--- src/rtl/reu_ram_bridge.sv ---
// reu_ram_bridge
// ---------------------------------------------------------------------------
// Bridges the REU's byte-wide expansion-RAM port onto a 16-bit pipelined
// (Avalon-MM style) memory bus. Each REU request becomes one bus command.
// The bridge then opens a ram_cycle window of SLOT_LEN clocks. ram_din is
// held constant for the whole window, because the REU samples it during
// that time.
//
// Optional feature: define REU_BRIDGE_CACHE_EN to add a one-word read cache.
// A read that hits the cache skips the bus entirely. Writes always go to the
// bus. A write whose word matches the cache tag also updates the matching
// cache lane.
//
// Ports:
//   clk, reset            system clock, synchronous active-high reset
//   ram_cs/ram_we         REU request strobe and direction (1 = write)
//   ram_addr              REU byte address (AW+1 bits)
//   ram_dout / ram_din    byte from REU / byte returned to REU
//   ram_cycle             slot strobe to REU
//   avm_address           word address (ram_addr[AW:1])
//   avm_read/avm_write    bus commands, held while avm_waitrequest is high
//   avm_writedata         write byte replicated on both lanes
//   avm_byteenable        2'b01 = even byte [7:0], 2'b10 = odd byte [15:8]
//   avm_waitrequest       command stall
//   avm_readdata/valid    read data return
// ---------------------------------------------------------------------------
module reu_ram_bridge #(
    parameter int SLOT_LEN = 4,
    parameter int AW       = 24
) (
    input  logic          clk,
    input  logic          reset,
    input  logic          ram_cs,
    input  logic          ram_we,
    input  logic [AW:0]   ram_addr,
    input  logic [7:0]    ram_dout,
    output logic [7:0]    ram_din,
    output logic          ram_cycle,
    output logic [AW-1:0] avm_address,
    output logic          avm_read,
    output logic          avm_write,
    output logic [15:0]   avm_writedata,
    output logic [1:0]    avm_byteenable,
    input  logic          avm_waitrequest,
    input  logic [15:0]   avm_readdata,
    input  logic          avm_readdatavalid
);

    localparam int CW = $clog2(SLOT_LEN + 1);

    typedef enum logic [2:0] {IDLE, CMD, RDWAIT, SLOT, GAP} state_t;

    state_t        state;
    logic [CW-1:0] slot_cnt;
    logic          lat_we;
    logic          lat_lane;
    logic [7:0]    lat_dout;

    function automatic logic [7:0] pick_lane(input logic [15:0] word, input logic lane);
        return lane ? word[15:8] : word[7:0];
    endfunction

`ifdef REU_BRIDGE_CACHE_EN
    logic          cache_valid;
    logic [AW-1:0] cache_tag;
    logic [15:0]   cache_data;
    logic          cache_hit;
    logic          rd_capture;
    logic          wr_accept;

    assign cache_hit  = cache_valid && !ram_we && (cache_tag == ram_addr[AW:1]);
    // Read data can arrive on the acceptance clock itself as well as in RDWAIT.
    assign rd_capture = avm_readdatavalid &&
                        ((state == RDWAIT) ||
                         (state == CMD && !avm_waitrequest && !lat_we));
    assign wr_accept  = (state == CMD) && !avm_waitrequest && lat_we;

    // The tag is taken from avm_address, which holds the latched word
    // address for the whole transaction.
    always_ff @(posedge clk) begin
        if (reset) begin
            cache_valid <= 1'b0;
            cache_tag   <= '0;
            cache_data  <= '0;
        end else if (rd_capture) begin
            cache_valid <= 1'b1;
            cache_tag   <= avm_address;
            cache_data  <= avm_readdata;
        end else if (wr_accept && cache_valid && (cache_tag == avm_address)) begin
            if (lat_lane)
                cache_data[15:8] <= lat_dout;
            else
                cache_data[7:0]  <= lat_dout;
        end
    end
`endif

    // Main transaction FSM. All outputs are registered here.
    // The request is latched once in IDLE, so the REU may change its
    // request lines afterwards without affecting the transaction.
    always_ff @(posedge clk) begin
        if (reset) begin
            state          <= IDLE;
            ram_cycle      <= 1'b0;
            ram_din        <= 8'hFF;
            avm_read       <= 1'b0;
            avm_write      <= 1'b0;
            avm_address    <= '0;
            avm_writedata  <= '0;
            avm_byteenable <= '0;
            slot_cnt       <= '0;
            lat_we         <= 1'b0;
            lat_lane       <= 1'b0;
            lat_dout       <= '0;
        end else begin
            case (state)
                IDLE: begin
                    ram_cycle <= 1'b0;
                    if (ram_cs) begin
                        lat_we         <= ram_we;
                        lat_lane       <= ram_addr[0];
                        lat_dout       <= ram_dout;
                        avm_address    <= ram_addr[AW:1];
                        avm_byteenable <= ram_addr[0] ? 2'b10 : 2'b01;
                        avm_writedata  <= {ram_dout, ram_dout};
                        avm_read       <= !ram_we;
                        avm_write      <= ram_we;
                        state          <= CMD;
`ifdef REU_BRIDGE_CACHE_EN
                        // A cache hit overrides the bus command issued above.
                        if (cache_hit) begin
                            avm_read  <= 1'b0;
                            avm_write <= 1'b0;
                            ram_din   <= pick_lane(cache_data, ram_addr[0]);
                            state     <= SLOT;
                        end
`endif
                    end
                end
                CMD: begin
                    if (!avm_waitrequest) begin
                        avm_read  <= 1'b0;
                        avm_write <= 1'b0;
                        if (lat_we) begin
                            // The REU stores ram_din after writes as well,
                            // so the write byte is echoed back.
                            ram_din <= lat_dout;
                            state   <= SLOT;
                        end else if (avm_readdatavalid) begin
                            ram_din <= pick_lane(avm_readdata, lat_lane);
                            state   <= SLOT;
                        end else begin
                            state   <= RDWAIT;
                        end
                    end
                end
                RDWAIT: begin
                    if (avm_readdatavalid) begin
                        ram_din <= pick_lane(avm_readdata, lat_lane);
                        state   <= SLOT;
                    end
                end
                SLOT: begin
                    // Entering SLOT with ram_cycle low guarantees one clock
                    // between the ram_din update and the first high clock.
                    if (!ram_cycle) begin
                        ram_cycle <= 1'b1;
                        slot_cnt  <= CW'(SLOT_LEN - 1);
                    end else if (slot_cnt == '0) begin
                        ram_cycle <= 1'b0;
                        state     <= GAP;
                    end else begin
                        slot_cnt  <= slot_cnt - CW'(1);
                    end
                end
                GAP: begin
                    // The REU must see ram_cs drop before a new request starts.
                    ram_cycle <= 1'b0;
                    if (!ram_cs)
                        state <= IDLE;
                end
                default: state <= IDLE;
            endcase
        end
    end

endmodule

--- config.mk ---
export PLATFORM = sky130hd
export DESIGN_NAME = reu_ram_bridge
export DESIGN_NICKNAME = d
export VERILOG_FILES = /design/src/rtl/reu_ram_bridge.sv
export SDC_FILE = /design/constraint.sdc
export NUM_CORES = 1
export LEC_CHECK = 0
export ABC_AREA = 1
export BUFFER_PORTS_ARGS = -buffer_cell sky130_fd_sc_hd__buf_2
export CORE_MARGIN = 4
export CORE_UTILIZATION = 46
export DETAILED_ROUTE_END_ITERATION = 8
export PLACE_DENSITY = 0.79
export SYNTH_ARGS = -nofsm -noshare
export SYNTH_HDL_FRONTEND = slang
export SYNTH_SLANG_ARGS = --single-unit
export TNS_END_PERCENT = 5
--- constraint.sdc ---
create_clock -name clk -period 1.63 [get_ports clk]
set_clock_uncertainty 0.1 [all_clocks]
set_input_delay 0.0815 -clock clk [delete_from_list [all_inputs] [get_ports clk]]
set_output_delay 0.0815 -clock clk [all_outputs]
set_load 0.02 [all_outputs]
==> flow_metrics.py, run 1 <==
metrics = {
    "outcome": {
        "status": "finished, final reports clean",
    },
    "yosys": {
        "synth.avg_cell_area_sq_um": 7.28,
        "synth_fa_ha_area_share_pct": 1.07,
        "synth_top_family_by_area": "compound AO/OA/AOI/OAI gates",
        "synth_simple_gate_area_share_pct": 18.8,
        "synth_mux_area_share_pct": 0,
        "ys_ff_latch": 52,
        "synthXorXnorAreaFrac_pct": 0,
        "synthCells": 320,
        "yosys_warnings": 0,
        "synth.distinct_cells": 28,
        "synth-compound-area-share_pct": 20.4,
        "synth_nets": 377,
        "seq_area_frac_synth_pct": 44.7,
        "synth_area_sq_um": 2330,
    },
    "placed_design": {
        "dp_hpwl_mm": 4.35,
        "gp_routability_congestion": 0.892,
        "dpl_cell_area_sq_um": 2870,
        "io_buffers": 107,
        "place_inst": 477,
        "dp_slack_ns": 0.0517,
    },
    "timing": {
        "final.period_utilization_pct": 95.2,
        "finalHoldViolCount": 0,
        "setup_ws_ns": 0.0781,
        "holdWs_ns": 0.0773,
        "fin_crit_ns": 1.55,
        "slew_headroom_pct": 80.7,
        "slew_violations": 0,
        "clock.fmax_ghz": 0.644,
        "setup_viol": 0,
        "tightest_slew_ns": 0.288,
    },
    "detailed_routing": {
        "vias_per_cell": 4.83,
        "drt_wl_total_mm": 6.94,
        "highest_layer": "met4",
        "dr.pass1.iters": 4,
        "dr_wl_met2_mm": 3.39,
        "wl_met3_microns": 554,
        "routedWlPerCell_microns": 13.3,
        "ant_nets": 0,
        "wl_met1_mm": 2.81,
        "vias": 2514,
        "drt-initial-drc-count": 125,
        "drc": 0,
    },
    "cts": {
        "clock_sinks": 52,
        "ctsHtreeMaxLevel": 2,
        "numCtsBuffers": 5,
        "insertion_delay_ns": 0.30,
        "cts_root_buf": "clkbuf_8",
        "clk_pin_slew_ns": 0.10,
        "cts.path.max_buffers": 2,
        "cts_tree": "done",
    },
    "final_layout": {
        "fillCellCount": 394,
        "final_core_util_pct": 70.1,
        "num_antenna_cells": 0,
        "final_cells": 521,
        "area_growth_pct": 44.8,
        "design_area_sq_um": 3370,
        "nets": 510,
        "drive_gt1_share_pct": 31.7,
    },
    "global_route": {
        "antenna_found_initial": 0,
        "grt_pass1_wl_mm": 11.4,
        "gr-total-overflow": 0,
        "grt_use_total_pct": 22.7,
        "grt_pass1_vias": 2463,
        "grt_max_degree": 37,
    },
    "floorplan": {
        "dieHeight_microns": 79.2,
        "io-pin-count": 108,
        "dieArea_sq_um": 6270,
        "coreArea_sq_um": 4820,
        "die_w_microns": 79.2,
        "start_util_pct": 48.4,
        "rows": 25,
    },
    "power_and_ir_drop": {
        "max-vdd-ir-drop_v": 0.00130,
        "p_leak_uw": 0.00170,
        "power_per_cell_area_nw_per_um2": 1570,
    },
    "critical_path": {
        "cp_max_fo": 5,
        "r2r_start": "slot_cnt[0]$_SDFFE_PP0P_",
        "required_ns": 1.77,
        "worst_ep_arrival_time_ns": 1.69,
        "endpoint_kind": "flip-flop",
        "r2r_end": "state[0]$_SDFFE_PP0P_",
        "r2r_cells": 10,
        "rrSetupSlack_ns": 0.08,
        "crit_type": "flip-flop to flip-flop",
        "crit_path_start_kind": "flip-flop",
    },
    "worst_hold_path": {
        "hold_end": "lat_we$_SDFFE_PP0P_",
        "whs_path_depth": 3,
        "holdCritPathClass": "primary input to flip-flop",
        "hp-start": "ram_cs",
    },
    "flow_run": {
        "max-cap-violations": 0,
    },
}
cells in the mapped netlist, drive strengths merged:
cell / n / share of area (%)
a31oi: 2 / 0.54
inv: 54 / 8.7
a211oi: 2 / 0.64
or2: 1 / 0.27
ha: 2 / 1.1
buf: 16 / 4.6
nand4: 3 / 0.81
o211ai: 8 / 2.6
o21ai: 36 / 8.2
dfxtp: 52 / 45
clkinv: 2 / 0.32
o22ai: 1 / 0.27
nor2: 13 / 2.3
nand3: 19 / 4.8
clkbuf: 8 / 1.4
a21oi: 38 / 8.2
nand2: 63 / 11
cells by family after synthesis:
family	after synthesis
AOI/OAI and AO/OA	87
and+or+nand+nor	99
DFF	52
buffers and inverters	80
adders and majority gates	2
power by group:
part	switching (uW)	total, uW	internal, uW
sequential	263	1940	1680
combinational	1660	2560	898
clock	451	807	357
flip-flops by register name (all words and copies together), names as in the netlist:
signal and cells:
avm_read 1, lat_lane 1, ram_cycle 1, avm_writedata 8, lat_we 1, slot_cnt 3, avm_write 1, state 3
avm_byteenable 1, ram_din 8, avm_address 24
cells in the final DEF (no fill, tap or decap), drive strengths merged:
cell type and count:
inv 56, o21ai 36, or2 1, ha 2
a21oi 38, nand2 63, nor2 13, buf 115
dlygate4sd3 35, o211ai 8, dfxtp 52, o22ai 1
a211oi 2, clkbuf 6, a31oi 2, nand4 3
nand3 19, clkinv 2
area by class of cell:
class                      instances  area (sq um)  area share, %
timing repair buffer             150           958           28.4
clock buffer                       6          82.6           2.45
clock inverter                     2          17.5          0.519
tap                               67          83.8           2.48
inverter                          56           213           6.30
multi-input combinational        188           975           28.9
sequential                        52          1040           31.0
per-layer routing:
metal,up-vias,GRT usage [%]
met2,101,39.1
li1,1280,-
met3,22,7.60
met5,-,0
met4,0,9.28
met1,1111,25.6
worst max-delay path by stage:
stage | start | end | slack, ns | cells past startpoint
2_1_floorplan | slot_cnt[0]$_SDFFE_PP0P_ | state[2]$_SDFFE_PP0P_ | 0.18 | 10
3_3_place_gp | slot_cnt[0]$_SDFFE_PP0P_ | state[1]$_SDFFE_PP0P_ | 0.13 | 10
3_5_place_dp | slot_cnt[0]$_SDFFE_PP0P_ | state[0]$_SDFFE_PP0P_ | 0.05 | 10
4_1_cts | slot_cnt[0]$_SDFFE_PP0P_ | state[0]$_SDFFE_PP0P_ | 0.02 | 10
5_1_grt | slot_cnt[1]$_SDFFE_PP0P_ | state[0]$_SDFFE_PP0P_ | -0.03 | 9
6_report | slot_cnt[0]$_SDFFE_PP0P_ | state[0]$_SDFFE_PP0P_ | 0.08 | 10
metrics by stage:
stage,total power [uW],TNS [ns]
floorplan,3650,0
global placement,4260,0
detailed placement,4310,0
CTS,5190,0
global route,5710,-0.0255
finish,5310,0
critical path: stages (launching register included):
cell,delay [ns]
dfxtp_2,0.35
inv_2,0.03
ha_2,0.16
ha_2,0.15
nand2_1,0.05
nand4_1,0.18
inv_2,0.17
nor2_4,0.05
nand3_2,0.06
nand2_1,0.05
nor2_1,0.12
timing repair:
item,4_1_cts,5_1_grt
hold buffers,35,0
hold endpoints to repair,37,0
resized for setup,0,13
setup buffers,0,1
endpoints found under the setup margin,0,14
No activity file was read; power rests on OpenSTA's default activity.
==> run 2: changes to the inputs <==
--- a/config.mk
+++ b/config.mk
@@ -11,6 +11,7 @@
 export CORE_UTILIZATION = 46
 export DETAILED_ROUTE_END_ITERATION = 8
 export PLACE_DENSITY = 0.79
+export REMOVE_ABC_BUFFERS = 1
 export SYNTH_ARGS = -nofsm -noshare
 export SYNTH_HDL_FRONTEND = slang
 export SYNTH_SLANG_ARGS = --single-unit
==> run 2 against run 1 <==
Power is 1.7% lower. Wire length shrank 1.2%. Clock-buffer cell count unchanged. The flow now finishes with violations (setup timing). Final cell count decreased by 0.38%. Critical path depth fell by 2. Register-to-register slack got worse by 0.12 ns. Clock power is 4.2% lower. Global-route usage decreased by 1.0 points. Fmax fell by 7.1%. Sequential share of layout area is 0.16 points higher. First-iteration DRC count grew 6.4%. Core utilization shrank 0.44 points.
==> flow_metrics.py, run 2 (synthesis results as in run 1) <==
metrics = {
    "outcome": {
        "status": "finished, violations left",
        "violations": "setup timing",
    },
    "detailed_routing": {
        "dr.pass1.iters": 4,
        "ant_nets": 0,
        "highest_layer": "met4",
        "dr_wl_met2_mm": 3.40,
        "wl_met1_mm": 2.91,
        "vias": 2490,
        "drt-initial-drc-count": 133,
        "drc": 0,
        "drt_wl_total_mm": 6.85,
        "vias_per_cell": 4.80,
        "wl_met3_microns": 480,
        "routedWlPerCell_microns": 13.2,
    },
    "floorplan": {
        "start_util_pct": 48.4,
        "coreArea_sq_um": 4820,
        "io-pin-count": 108,
        "dieHeight_microns": 79.2,
        "die_w_microns": 79.2,
        "dieArea_sq_um": 6270,
        "rows": 25,
    },
    "timing": {
        "final.period_utilization_pct": 102,
        "slew_headroom_pct": 77.2,
        "fin_crit_ns": 1.67,
        "slew_violations": 0,
        "setup_viol": 1,
        "rsz0062_at_grt": "yes",
        "finalHoldViolCount": 0,
        "clock.fmax_ghz": 0.599,
        "tightest_slew_ns": 0.341,
        "setup_ws_ns": -0.0402,
    },
    "final_layout": {
        "final_cell_mix": "buf_2, nand2_1, dfxtp_1",
        "num_antenna_cells": 0,
        "largest_register_ffs": 24,
        "area_growth_pct": 43.9,
        "drive_gt1_share_pct": 31.6,
        "final_cells": 519,
        "top_register": "avm_address",
        "reg_top3": "avm_address: 24 flops, avm_writedata: 8 flops, ram_din: 8 flops",
        "nets": 508,
        "layout_commonest_cell": "buf_2",
    },
    "global_route": {
        "grt_use_total_pct": 21.6,
        "grt_pass1_vias": 2296,
        "grt_max_degree": 51,
        "grt_pass1_wl_mm": 10.8,
        "antenna_found_initial": 0,
        "gr-total-overflow": 0,
    },
    "power_and_ir_drop": {
        "p_leak_uw": 0.00169,
        "power_per_cell_area_nw_per_um2": 1560,
        "max-vdd-ir-drop_v": 0.000819,
    },
    "placed_design": {
        "place_inst": 475,
        "gp_routability_congestion": 0.861,
        "dp_hpwl_mm": 4.17,
        "dp_slack_ns": 0.0622,
        "io_buffers": 107,
    },
    "critical_path": {
        "crit_type": "flip-flop to flip-flop",
        "required_ns": 1.71,
        "crit_path_start_kind": "flip-flop",
        "cp_max_fo": 5,
        "worst_ep_arrival_time_ns": 1.75,
        "endpoint_kind": "flip-flop",
    },
    "cts": {
        "ctsHtreeMaxLevel": 2,
        "cts_root_buf": "clkbuf_8",
        "insertion_delay_ns": 0.30,
        "cts_tree": "done",
        "cts.path.max_buffers": 2,
        "numCtsBuffers": 5,
        "clk_pin_slew_ns": 0.10,
        "clock_sinks": 52,
    },
    "worst_hold_path": {
        "holdCritPathClass": "primary input to flip-flop",
    },
    "flow_run": {
        "max-cap-violations": 0,
    },
}
-- run 2: critical path, stage by stage (launching register included) --
cell,delay [ns]
dfxtp_2,0.35
inv_2,0.05
ha_4,0.15
ha_2,0.15
nand2_1,0.05
nand4_1,0.20
buf_4,0.22
a21oi_1,0.18
a211oi_1,0.09
-- run 2: layout make-up --
| cell class | count | area, sq um |
|---|---|---|
| multi-input cells | 188 | 968 |
| clock inverters | 2 | 13.8 |
| fillers | 397 | 1460 |
| clock buffers | 6 | 82.6 |
| well taps | 67 | 83.8 |
| repair buffers | 148 | 947 |
| flip-flops and latches | 52 | 1040 |
| inverters | 56 | 214 |
-- run 2: timing repair --
item                                   CTS  global route
endpoints found under the hold margin   37             0
buffers inserted                         0             1
setup endpoints to repair                0            28
resized for setup                        0            14
hold buffers                            35             0
-- run 2: stage by stage --
stage | power, uW | utilization [%] | setup TNS, ns | instance area [sq um] | hold WS (ns)
after CTS | 5120 | 68.6 | 0 | 3310 | 0.103
after global placement | 4210 | 59.4 | 0 | 2860 | 0.246
after detailed placement | 4260 | 59.4 | 0 | 2860 | 0.244
final | 5220 | 69.6 | -0.0402 | 3350 | 0.115
after global routing | 5610 | 69.6 | -0.384 | 3350 | 0.146
after floorplan | 3470 | - | -6.83 | 2190 | 0.0506
-- run 2: final timing paths --
path                             endpoint  cells after the start  slack (ns)                    startpoint
max reg2reg      slot_cnt[2]$_SDFFE_PP0P_                      8       -0.04      slot_cnt[0]$_SDFFE_PP0P_
min               ram_din[7]$_SDFFE_PP1P_                      7        0.11               avm_readdata[7]
min reg2reg  avm_address[23]$_SDFFE_PP0P_                      2        0.35  avm_address[23]$_SDFFE_PP0P_
max              slot_cnt[2]$_SDFFE_PP0P_                      8       -0.04      slot_cnt[0]$_SDFFE_PP0P_
-- run 2: report_power, final --
part | switching [uW] | internal, uW
clock network | 425 | 348
logic | 1620 | 863
registers | 279 | 1680
-- run 2: routing by layer --
metal,GRT usage (%),vias up
met5,0,-
met4,5.33,0
met3,6.46,6
met2,37.5,90
met1,26.1,1116
li1,-,1278
==> run 3: changes to the inputs <==
--- a/config.mk
+++ b/config.mk
@@ -10,8 +10,9 @@
 export CORE_MARGIN = 4
 export CORE_UTILIZATION = 46
 export DETAILED_ROUTE_END_ITERATION = 8
-export PLACE_DENSITY = 0.79
+export PLACE_DENSITY = 0.85
 export REMOVE_ABC_BUFFERS = 1
+export SKIP_LAST_GASP = 1
 export SYNTH_ARGS = -nofsm -noshare
 export SYNTH_HDL_FRONTEND = slang
 export SYNTH_SLANG_ARGS = --single-unit
==> run 3 against run 2 <==
The flow finishes with violations (hold timing). Global-route usage down 0.91 points. Worst setup slack better by 0.056 ns. Non-clock buffer count up 1. Sequential power about the same. Final area up 0.63%. Worst hold slack worse by 0.12 ns. Power up 2.1%. Critical path depth up 1. Clock power up 12%. Final cell count up 0.19%. Critical path type unchanged.
==> flow_metrics.py, run 3 (synthesis results as in run 1) <==
metrics = {
    "global_route": {
        "grt_pass1_wl_mm": 10.5,
        "use_met2_pct": 34.5,
        "use_met1_pct": 26.3,
        "gr-max-usage-layer": "met2",
        "antenna_found_initial": 0,
        "gr-total-overflow": 0,
        "grt_max_degree": 45,
        "grt_use_total_pct": 20.7,
        "grt_pass1_vias": 2298,
        "grt_use_met3_pct": 6.35,
    },
    "cts": {
        "numCtsBuffers": 5,
        "clk_pin_slew_ns": 0.09,
        "cts.path.max_buffers": 2,
        "cts_tree": "done",
        "insertion_delay_ns": 0.30,
        "cts_root_buf": "clkbuf_8",
        "clock_sinks": 52,
        "ctsHtreeMaxLevel": 2,
    },
    "floorplan": {
        "start_util_pct": 48.4,
        "dieArea_sq_um": 6270,
        "io-pin-count": 108,
        "die_w_microns": 79.2,
        "rows": 25,
        "coreArea_sq_um": 4820,
        "dieHeight_microns": 79.2,
    },
    "final_layout": {
        "num_antenna_cells": 0,
        "nets": 509,
        "largest_register_ffs": 24,
        "design_area_sq_um": 3370,
        "final_core_util_pct": 70.1,
        "reg_top3": "avm_address: 24 flops, avm_writedata: 8 flops, ram_din: 8 flops",
        "area_growth_pct": 44.8,
        "top_register": "avm_address",
        "fillCellCount": 434,
        "drive_gt1_share_pct": 32.0,
        "final_cell_mix": "buf_2, nand2_1, dfxtp_1",
        "layout_commonest_cell": "buf_2",
    },
    "critical_path": {
        "cp_max_fo": 5,
        "r2r_cells": 9,
        "endpoint": "slot_cnt[0]$_SDFFE_PP0P_",
        "r2r_start": "slot_cnt[0]$_SDFFE_PP0P_",
        "crit_path_start": "slot_cnt[0]$_SDFFE_PP0P_",
        "r2r_end": "slot_cnt[0]$_SDFFE_PP0P_",
        "endpoint_kind": "flip-flop",
        "worst_ep_arrival_time_ns": 1.74,
        "cp_slowest_stage_delay_ns": 0.34,
        "path_common_cell": "ha_4",
        "required_ns": 1.75,
        "rrSetupSlack_ns": 0.02,
        "critPathSlowestCell": "dfxtp_2",
        "crit_type": "flip-flop to flip-flop",
        "crit_path_start_kind": "flip-flop",
        "worstPathCellList": "inv_1, ha_4, ha_4, nand2_2, nand4_1, inv_2, buf_6, o21ai_1, a31oi_1",
    },
    "detailed_routing": {
        "dr.pass1.iters": 5,
        "ant_nets": 0,
        "drt_wl_total_mm": 6.48,
        "vias": 2465,
        "routedWlPerCell_microns": 12.5,
        "vias_per_cell": 4.74,
        "drc": 0,
        "drt-initial-drc-count": 88,
    },
    "power_and_ir_drop": {
        "power.total_uw": 5320,
        "max-vdd-ir-drop_v": 0.000963,
        "power_per_cell_area_nw_per_um2": 1580,
        "p_leak_uw": 0.00170,
    },
    "timing": {
        "tightest_slew_ns": 0.317,
        "finalHoldViolCount": 1,
        "clock.fmax_ghz": 0.619,
        "final.period_utilization_pct": 99.0,
        "slew_violations": 0,
        "setup_ws_ns": 0.0155,
        "holdWs_ns": -0.000468,
        "rsz0062_at_grt": "yes",
        "setup_viol": 0,
        "slew_headroom_pct": 78.8,
        "fin_crit_ns": 1.61,
    },
    "flow_run": {
        "max-cap-violations": 0,
    },
    "placed_design": {
        "dp_hpwl_mm": 4.20,
        "io_buffers": 107,
        "dpl_cell_area_sq_um": 2870,
        "gp_routability_congestion": 0.845,
        "dp_slack_ns": 0.0203,
    },
    "outcome": {
        "status": "finished, violations left",
        "violations": "hold timing",
    },
    "worst_hold_path": {
        "holdCritPathClass": "primary input to flip-flop",
    },
}
## run 3: critical path, delay by kind of cell, from the launching register on
family | cells | cell delay [ns]
flops | 1 | 0.34
buf+inv | 3 | 0.33
fa+ha+maj | 2 | 0.32
simple gates | 2 | 0.27
compound gates | 2 | 0.19
## run 3: repair_timing
action | CTS | global route
hold endpoints to repair | 35 | 0
resized for setup | 1 | 12
pin swaps | 0 | 2
endpoints found under the setup margin | 1 | 6
buffers inserted | 1 | 2
hold buffers | 33 | 0
## run 3: worst min-delay path by stage
stage	startpoint	to	slack, ns	cells past startpoint
floorplan	reset	avm_byteenable[0]$_SDFFE_PP0P_	0.05	1
global placement	reset	avm_read$_SDFFE_PP0P_	0.24	2
detailed placement	reset	avm_read$_SDFFE_PP0P_	0.24	2
CTS	ram_addr[17]	avm_address[16]$_SDFFE_PP0P_	0.0008	3
global route	ram_addr[17]	avm_address[16]$_SDFFE_PP0P_	0.03	3
finish	ram_dout[5]	avm_writedata[13]$_SDFFE_PP0P_	-0.0005	3
## run 3: metrics by stage
step	TNS [ns]	cells
floorplan	-6.83	296
global placement	0	476
detailed placement	0	476
CTS	0	518
global route	-0.202	520
finish	0	520
## run 3: area by class of cell
type | instances | area (sq um) | area share [%]
flip-flops and latches | 52 | 1040 | 30.9
multi-input cells | 188 | 976 | 28.9
repair buffers | 149 | 950 | 28.1
inverters | 56 | 210 | 6.23
well taps | 67 | 83.8 | 2.48
clock buffers | 5 | 68.8 | 2.04
clock inverters | 3 | 42.5 | 1.26
## run 3: power by group
part	leakage (uW)	switching [uW]	internal, uW
registers	0.000429	268	1680
clock network	0.0000541	414	455
logic	0.00122	1610	899
total	0.00170	2290	3030
## run 3: metal layers
| metal | up-vias | wire length (microns) |
|---|---|---|
| li1 | 1277 | - |
| met2 | 91 | 3160 |
| met4 | 0 | 65 |
| met5 | - | 0 |
| met3 | 6 | 564 |
| met1 | 1091 | 2690 |
